## config.mk

```make
export PLATFORM = sky130hd
export DESIGN_NAME = uart_rx_frame
export DESIGN_NICKNAME = d
export VERILOG_FILES = /design/src/rtl/uart_rx_frame.sv
export SDC_FILE = /design/constraint.sdc
export NUM_CORES = 1
export LEC_CHECK = 0
export ABC_CLOCK_PERIOD_IN_PS = 2550
export CORE_UTILIZATION = 44
export DETAILED_ROUTE_END_ITERATION = 8
export GPL_ROUTABILITY_DRIVEN = 0
export PLACE_DENSITY_LB_ADDON = 0.08
export SETUP_SLACK_MARGIN = 0.4
export SKIP_CTS_REPAIR_TIMING = 1
export SLEW_MARGIN = 20
export SYNTH_ARGS = -nofsm -noshare
export SYNTH_HDL_FRONTEND = slang
export SYNTH_SLANG_ARGS = --single-unit
```

## constraint.sdc

```tcl
create_clock -name clk -period 2.55 [get_ports clk]
set_input_delay 0.51 -clock clk [delete_from_list [all_inputs] [get_ports clk]]
set_output_delay 0.51 -clock clk [all_outputs]
set_load 0.01 [all_outputs]
```

## src/rtl/uart_rx_frame.sv

```systemverilog
// UART receiver: 2-flop synchronised rx, mid-bit sampling of start/8 data/optional parity/stop,
// single-entry holding register with valid/ready handoff plus parity, framing and overrun status.
//
// state   | meaning
// --------+------------------------------------------------------------
// S_IDLE  | line idle, waiting for rx_s low
// S_START | timing half a bit to confirm start bit (high -> glitch, drop)
// S_DATA  | sampling 8 data bits LSB first, one per bit period
// S_PAR   | sampling parity bit (only when PARITY != 0)
// S_STOP  | sampling stop bit; frame completes on the sample
module uart_rx_frame #(
   parameter int CLK_HZ = 50_000_000,
   parameter int BAUD   = 115200,
   parameter int PARITY = 0
) (
   input  logic       clk,
   input  logic       rst_n,
   input  logic       rx,
   input  logic       rx_ready,
   output logic [7:0] rx_data,
   output logic       rx_valid,
   output logic       parity_err,
   output logic       frame_err,
   output logic       overrun
);

   localparam int BIT_CYC  = CLK_HZ / BAUD;
   localparam int HALF_CYC = BIT_CYC / 2;
   localparam int CW       = $clog2(BIT_CYC) + 1;

   typedef enum logic [2:0] {
      S_IDLE,
      S_START,
      S_DATA,
      S_PAR,
      S_STOP
   } state_t;

   state_t        state, state_nxt;
   logic          rx_meta, rx_s;
   logic [CW-1:0] cnt;
   logic          tick;
   logic [2:0]    bit_idx;
   logic [7:0]    shreg;
   logic          par_bad;
   logic          stop_bad;
   logic          done;

   logic          start_load;
   logic          data_smp;
   logic          par_smp;
   logic          stop_smp;

   assign tick = (cnt == '0);

   // reset level is high on this codebase's rst_n
   always_ff @(posedge clk or posedge rst_n) begin
      if (rst_n) begin
         rx_meta <= 1'b1;
         rx_s    <= 1'b1;
      end else begin
         rx_meta <= rx;
         rx_s    <= rx_meta;
      end
   end

   always_ff @(posedge clk or posedge rst_n) begin
      if (rst_n) state <= S_IDLE;
      else       state <= state_nxt;
   end

   always_comb begin
      state_nxt = state;
      case (state)
         S_IDLE:  if (!rx_s) state_nxt = S_START;
         S_START: if (tick) state_nxt = rx_s ? S_IDLE : S_DATA;
         S_DATA:  if (tick && bit_idx == 3'd7) state_nxt = (PARITY != 0) ? S_PAR : S_STOP;
         S_PAR:   if (tick) state_nxt = S_STOP;
         S_STOP:  if (tick) state_nxt = S_IDLE;
         default: state_nxt = S_IDLE;
      endcase
   end

   always_comb begin
      start_load = 1'b0;
      data_smp   = 1'b0;
      par_smp    = 1'b0;
      stop_smp   = 1'b0;
      case (state)
         S_IDLE:  start_load = !rx_s;
         S_DATA:  data_smp   = tick;
         S_PAR:   par_smp    = tick;
         S_STOP:  stop_smp   = tick;
         default: ;
      endcase
   end

   // bit timer: down-counter, samples taken at terminal count
   always_ff @(posedge clk or posedge rst_n) begin
      if (rst_n) begin
         cnt <= '0;
      end else if (state == S_IDLE) begin
         cnt <= start_load ? CW'(HALF_CYC - 1) : '0;
      end else if (tick) begin
         cnt <= CW'(BIT_CYC - 1);
      end else begin
         cnt <= cnt - 1'b1;
      end
   end

   always_ff @(posedge clk or posedge rst_n) begin
      if (rst_n) begin
         bit_idx  <= '0;
         shreg    <= '0;
         par_bad  <= 1'b0;
         stop_bad <= 1'b0;
         done     <= 1'b0;
      end else begin
         done <= stop_smp;
         if (state == S_START && tick) begin
            bit_idx <= '0;
            par_bad <= 1'b0;
         end
         if (data_smp) begin
            shreg   <= {rx_s, shreg[7:1]};
            bit_idx <= bit_idx + 3'd1;
         end
         if (par_smp) begin
            if (PARITY == 1) par_bad <= ~(^{shreg, rx_s});
            else             par_bad <= ^{shreg, rx_s};
         end
         if (stop_smp) stop_bad <= ~rx_s;
      end
   end

   // holding register: a simultaneous accept frees the slot for the new frame
   always_ff @(posedge clk or posedge rst_n) begin
      if (rst_n) begin
         rx_data    <= 8'h00;
         rx_valid   <= 1'b0;
         parity_err <= 1'b0;
         frame_err  <= 1'b0;
         overrun    <= 1'b0;
      end else begin
         overrun <= 1'b0;
         if (done) begin
            if (!rx_valid || rx_ready) begin
               rx_data    <= shreg;
               parity_err <= par_bad;
               frame_err  <= stop_bad;
               rx_valid   <= 1'b1;
            end else begin
               overrun <= 1'b1;
            end
         end else if (rx_valid && rx_ready) begin
            rx_valid <= 1'b0;
         end
      end
   end

endmodule

```

---- Word level (Yosys, flattened, before mapping) ----
Cells that the tools add are included.
word-level totals
  bits in registers ....................... 41
  latch bits .............................. 0
  memory bits (writable) .................. 0
  bits in read-only memories .............. 0
  bits of input ports ..................... 4
  output and inout port bits .............. 12
  logic and storage cells ................. 66
  memories ................................ 0
operators by class
  add/sub/neg operators ................... 2
  $mul .................................... 0
  divide/modulo/power cells ............... 0
  $lt $le $gt $ge ......................... 0
  eq/ne operators ......................... 11
  shift-type cells ........................ 0
  multiplexer cells ....................... 23
  bitwise logic cells ..................... 1
  reduce and logical (&&, ||, !) cells .... 15
operators with widths
  cell                                                                   number
  3-bit two-way mux                                                      7
  10-bit two-way mux                                                     2
  3-bit case mux with 5 select lines                                     1
  1-bit two-way mux                                                      11
  10-bit logical NOT                                                     1
  2-bit != test, second input constant                                   5
  10-bit by 1-bit subtractor with 10-bit output, second input constant   1
  9-bit XOR reduction                                                    1
  8-bit two-way mux                                                      1
  3-bit by 2-bit equality test with 1-bit output, second input constant  2
  3-bit equality test, second input constant                             2
  2-bit nonzero test                                                     3
  5-bit AND reduction                                                    1
  2-bit AND reduction                                                    2
  3-bit by 1-bit adder with 3-bit output, second input constant          1
  3-bit by 1-bit equality test with 1-bit output, second input constant  1
  1-bit logical AND                                                      3
  3-bit logical NOT                                                      1
  1-bit logical NOT                                                      2
  2-bit two-way mux                                                      1
  2-bit by 1-bit != test with 1-bit output, second input constant        1
  1-bit logical OR                                                       1
  1-bit inverter                                                         1

---- Logic depth before layout (Yosys ltp) ----
Gate-level depths: netlist (run 1).
  word-level depth ........................ 4
  mapped depth ............................ 8
  depth with buffers taken out ............ 7

---- Least setup slack after synthesis (run 1) ----
No wires, ideal clock.
  path kind ............................... register to register
  start ................................... register cnt[0]
  end ..................................... register shreg[0]
  data arrival time ....................... 2137 ps
  required time ........................... 2425 ps
  path slack .............................. 289 ps
  cell stages (with the launch flop) ...... 8
  path buffers ............................ 1
  clock period less this slack ............ 2261 ps
  cells stage by stage .................... dfrtp_1 -> inv_1 -> ha_1 -> or4b_4 -> nor3_1 -> and4bb_2 -> buf_2 -> mux2_2
on the way
  cells in the longest elaborated chain, start to end .. 2
RTL lines
  what                      RTL line  text
  start: declaration        41        logic [CW-1:0] cnt;
  start signal: assignment  103       cnt <= start_load ? CW'(HALF_CYC - 1) : '0;
  start signal: assignment  105       cnt <= CW'(BIT_CYC - 1);
  start signal: assignment  107       cnt <= cnt - 1'b1;
  10-bit logical NOT        54        assign tick = (cnt == '0);
  1-bit two-way mux         89        case (state)
  end signal: assignment    125       shreg <= {rx_s, shreg[7:1]};
  end: declaration          44        logic [7:0] shreg;
Every way passes these cells.
A chain may end at the register's enable or synchronous reset.

---- Final worst setup path (run 1) ----
  start ................................... register cnt[0]
  end ..................................... register state[2]
on the way
  cells in the longest elaborated chain, start to end .. 4
  elaborated cells between the ends (all ways) .. 7
  classes of those cells .................. eq/ne: 4; reduce/logical: 3
RTL lines
  what                             RTL line  text
  10-bit logical NOT *             54
  1-bit logical AND                77        S_DATA: if (tick && bit_idx == 3'd7) state_nxt = (PARITY != 0) ? S_PAR : S_STOP;
  2-bit != test (no line)          n/a
  5-bit AND reduction (no line) *  n/a
  end signal: assignment           69        else state <= state_nxt;
  end: declaration                 39        state_t state, state_nxt;
Mark *: on every way between the ends. The rest lies on a longest branch, timed or not.

==> impl_metrics.ini, run 1 <==
[synthesis]
syn-mean-instance-area_sq_um = 11.9
syn-cell-area_sq_um = 1820
synth-edff-count = 0
async_flop_share_pct = 100
synth_top_area_cell = dfrtp_1
synth_nets = 160
ys_warn_count = 0
yosys.area.top_type_share_pct = 53.7
ys_ff_latch = 41
ys_seq_area_share_pct = 56.6
yosysUniqueCellTypes = 35
synth_most_common_cell = dfrtp_1
synthFlopType = dfrtp_1
syn_inst = 153
synth.area.top_cells = dfrtp_1 54%, mux2_2 11%, xnor2_1 4.3%, dfstp_2 2.9%, nor2_1 2.9%
synth_common_cells = 39 x dfrtp_1, 17 x mux2_2, 14 x nor2_1

[timing]
hold_viol = 0
whs_ns = 0.356
setup_viol = 0
post-route-period-util_pct = 85.3
fmax_mhz = 460
tns_ns = 0
rsz0062_at_grt = yes
period_needed_ns = 2.17
tightest_slew_ns = 0.782
fin_skew_ns = 0.00691
slew_headroom_pct = 47.5
finalMaxSlewViolations = 0

[clock_tree]
htree_levels = 2
cts-root-buf = clkbuf_8
path_clk_slew_ns = 0.07
clockBufferDepth = 2
numCtsBuffers = 5
clkLatencyLatePin_ns = 0.29
cts.sinks = 41
cts_tree = done

[routing]
first_pass_iters = 4
wl_um = 3060
drc_errors = 0
ant_nets = 0
num_vias = 1180
post_drt_via_cell_ratio = 5.29
detail_route.wl_per_cell_um = 13.7
drtIter0Drc = 37

[critical_path]
critPathCaptureType = flop
worstPathArrival_ns = 2.40
start_kind = flop
r2r_slack_ns = 0.38
cp_max_fo = 7
cp.required_ns = 2.77
crit_type = reg2reg

[grt]
first_global_vias = 1186
antenna_found_initial = 0
grt_pass1_wl_um = 5490
overflow = 0
grtUsageTotal_pct = 17.2
grt_start_max_net_pins = 42

[power]
ir_drop_mv = 0.310
powerDensity_nw_per_um2 = 507
p_leak_nw = 0.970

[floorplan]
num_rows = 23
io_pins = 16
initial_core_util_pct = 45.8
die_y_um = 66.3
core_sq_um = 3970
dieArea_sq_um = 4390
die-width_um = 66.3

[flow_run]
cap_violations = 0

[layout]
num_antenna_cells = 0
fin_util_pct = 54.5
synthToLayoutAreaGrowth_pct = 19.1
final_nets = 180
layout-drive-gt1-share_pct = 23.7
final_cell_area_sq_um = 2160

[outcome]
status = complete, no violations

[place]
hpwl_um = 2070
io_buffers = 15
place_area_sq_um = 2010

[worst_hold_path]
hold_path_class = reg2reg
[sequential cells by signal, indices dropped and copies added (netlist names)]
register,flops
bit_idx,3
cnt,10
done,1
frame_err,1
overrun,1
par_bad,1
parity_err,1
rx_data,8
rx_meta,1
rx_s,1
rx_valid,1
shreg,8
state,3
stop_bad,1
[worst max-delay path, cell delays in order, from the launching register on]
cell	delay [ns]
dfrtp_1	0.39
inv_2	0.07
ha_4	0.14
or4b_4	0.51
or3_4	0.44
or4b_1	0.48
o21ai_1	0.08
[worst paths after layout]
check / endpoint / from / depth (start not counted)
max reg2reg: state[2]$_DFFE_PP0P_ / cnt[0]$_DFF_PP0_ / 6
min reg2reg: rx_s$_DFF_PP1_ / rx_meta$_DFF_PP1_ / 0
min in group asynchronous: rx_data[5]$_DFFE_PP0P_ / rst_n / 3
max in group asynchronous: rx_meta$_DFF_PP1_ / rst_n / 3
min: rx_s$_DFF_PP1_ / rx_meta$_DFF_PP1_ / 0
max: state[2]$_DFFE_PP0P_ / cnt[0]$_DFF_PP0_ / 6
[layout make-up]
cell class	instances	area, sq um
fill	345	1810
sequential	41	1030
multi-input combinational	100	781
timing repair buffer	20	188
clock buffer	7	86.3
tap	50	62.6
inverter	5	18.8
[layer usage]
metal | GRT usage (%) | part of all wire [%] | wire length [um]
met1 | 22.1 | 46 | 1420
met2 | 26.0 | 48 | 1460
met4 | 7.98 | 2.1 | 63
met5 | 0 | 0 | 0
met3 | 5.86 | 3.7 | 112
[cells by family after synthesis]
logic type	count (synthesis)	synth area share [%]
AOI/OAI and AO/OA	22	7.43
xor gates and xnor gates	13	7.02
adders and majority gates	3	2.06
buffers and inverters	12	2.96
DFF	41	56.6
muxes	18	11.1
and+or+nand+nor	44	12.9
[report_power, final]
part | internal (W) | leakage (nW) | switching [W]
Sequential | 0.000653 | 0.548 | 0.00000277
Clock | 0.000215 | 0.0443 | 0.000206
Combinational | 0.00000789 | 0.378 | 0.0000136
[layout by cell type (no fill, tap or decap), drive strengths merged]
master and instances:
dfrtp 39, mux2 17, clkdlybuf4s50 15, nor2 14, xnor2 9, nand2 9
o21ai 8, clkbuf 7, nor3 6, a21oi 5, buf 5, inv 5
xor2 3, a22o 3, nor4 3, ha 3, o22ai 2, nand3 2
dfstp 2, or4b 2, or3 2, nand2b 1, or4 1, and4bb 1
or3b 1, a2bb2oi 1, nor4b 1, a21boi 1, mux2i 1, o31ai 1
and3b 1, xnor3 1, a21o 1
[per-stage QoR]
stage | power [W] | cells | setup WS, ns
2_1_floorplan | 0.000681 | 153 | 0.381
3_3_place_gp | 0.000691 | 212 | 0.275
3_5_place_dp | 0.000691 | 212 | 0.260
4_1_cts | 0.00112 | 219 | 0.245
5_1_grt | 0.00114 | 223 | 0.314
6_report | 0.00110 | 223 | 0.376
Power figures use the tool's default switching activity.
==> run 2: changes to the inputs <==
--- a/config.mk
+++ b/config.mk
@@ -6,7 +6,9 @@
 export NUM_CORES = 1
 export LEC_CHECK = 0
 export ABC_CLOCK_PERIOD_IN_PS = 2550
-export CORE_UTILIZATION = 44
+export CELL_PAD_IN_SITES_DETAIL_PLACEMENT = 0
+export CELL_PAD_IN_SITES_GLOBAL_PLACEMENT = 2
+export CORE_UTILIZATION = 38
 export DETAILED_ROUTE_END_ITERATION = 8
 export GPL_ROUTABILITY_DRIVEN = 0
 export PLACE_DENSITY_LB_ADDON = 0.08
==> impl_metrics.ini, run 2 (synthesized netlist as in run 1, its figures left out) <==
[floorplan]
dieArea_sq_um = 5060
core_sq_um = 4470
num_rows = 24
initial_core_util_pct = 40.6
die_y_um = 71.2
io_pins = 16
die-width_um = 71.2

[clock_tree]
cts.sinks = 41
htree_levels = 2
numCtsBuffers = 5
path_clk_slew_ns = 0.08
clkLatencyLatePin_ns = 0.29
cts-root-buf = clkbuf_8
cts_tree = done
clockBufferDepth = 2

[grt]
antenna_found_initial = 0
grt_pass1_wl_um = 5750
grtUsageTotal_pct = 14.9
first_global_vias = 1217
overflow = 0
grt_start_max_net_pins = 42

[routing]
wl_um = 3140
detail_route.wl_per_cell_um = 13.8
drtIter0Drc = 39
drc_errors = 0
ant_nets = 0
num_vias = 1173
first_pass_iters = 4
post_drt_via_cell_ratio = 5.17

[critical_path]
worstPathArrival_ns = 2.35
crit_type = reg2reg
path_cells = inv_2, ha_4, or4b_4, or3_4, or4b_4, o21ai_2
cp_max_fo = 5
critPathCaptureType = flop
cp.required_ns = 2.77
max_stage_delay_ns = 0.50
slowest_stage = or4b_4
path_delay_family = simple AND/OR/NAND/NOR gates
cp.buffers_inverters = 1
start_kind = flop
crit_top_cell = or4b_4

[layout]
reg_top3 = cnt x10, rx_data x8, shreg x8
num_antenna_cells = 0
final_nets = 181
synthToLayoutAreaGrowth_pct = 20.9
layout-drive-gt1-share_pct = 25.1
layout_common_cells = 39 x dfrtp_1, 17 x mux2_2, 15 x clkdlybuf4s50_1
final_cell_area_sq_um = 2200
final_common_cell = dfrtp_1
regMostFlops = cnt
instances_no_fill = 227
largest_reg_flops = 10

[timing]
slew_headroom_pct = 47.5
setup_viol = 0
rsz0062_at_grt = yes
fin_skew_ns = 0.00659
period_needed_ns = 2.14
tightest_slew_ns = 0.782
tns_ns = 0
fmax_mhz = 468
hold_viol = 0
finalMaxSlewViolations = 0
post-route-period-util_pct = 83.8

[place]
place_area_sq_um = 2030
io_buffers = 15
hpwl_um = 2140
placed_cells = 216

[power]
ir_drop_mv = 0.242
powerDensity_nw_per_um2 = 537
p_leak_nw = 0.988

[outcome]
status = complete, no violations

[worst_hold_path]
hold_path_class = reg2reg

[flow_run]
cap_violations = 0
[run 2: where the power goes]
group          switching [W]  internal, W   total, W
Clock               0.000213     0.000290   0.000503
Combinational      0.0000140   0.00000791  0.0000219
Sequential        0.00000295     0.000653   0.000656
Total               0.000230     0.000951    0.00118
[run 2: area by class of cell]
class,count,area [sq um]
fillers,404,2280
inverters,5,18.8
multi-input cells,100,782
flip-flops and latches,41,1030
clock buffers,6,72.6
well taps,52,65.1
clock inverters,2,35.0
repair buffers,21,195
[run 2: metrics by stage]
| stage | util, % | power [W] | hold slack [ns] | setup WS, ns |
|---|---|---|---|---|
| floorplan | - | 0.000681 | 0.345 | 0.381 |
| detailed placement | 45.3 | 0.000692 | 0.348 | 0.259 |
| CTS | 47.7 | 0.00120 | 0.360 | 0.266 |
| finish | 49.1 | 0.00118 | 0.358 | 0.412 |
| global route | 49.1 | 0.00124 | 0.368 | 0.356 |
| global placement | 45.3 | 0.000691 | 0.347 | 0.305 |
[run 2: path summary, 6_finish.rpt]
kind                                        start                   end  slack, ns  depth (start not counted)
worst max-delay path             cnt[1]$_DFF_PP0_  state[2]$_DFFE_PP0P_       0.41                          6
worst min-delay path            rx_meta$_DFF_PP1_        rx_s$_DFF_PP1_       0.36                          0
worst max register to register   cnt[1]$_DFF_PP0_  state[2]$_DFFE_PP0P_       0.41                          6
worst min register to register  rx_meta$_DFF_PP1_        rx_s$_DFF_PP1_       0.36                          0
max in group asynchronous                   rst_n     rx_meta$_DFF_PP1_       1.55                          3
min in group asynchronous                   rst_n     overrun$_DFF_PP0_       0.64                          3
[run 2: per-layer routing]
layer	vias to the layer above	GRT usage, %	routed length, um
met2	13	24.1	1540
li1	575	-	-
met5	-	0	0
met4	0	6.00	59
met3	6	4.70	80
met1	579	18.5	1460
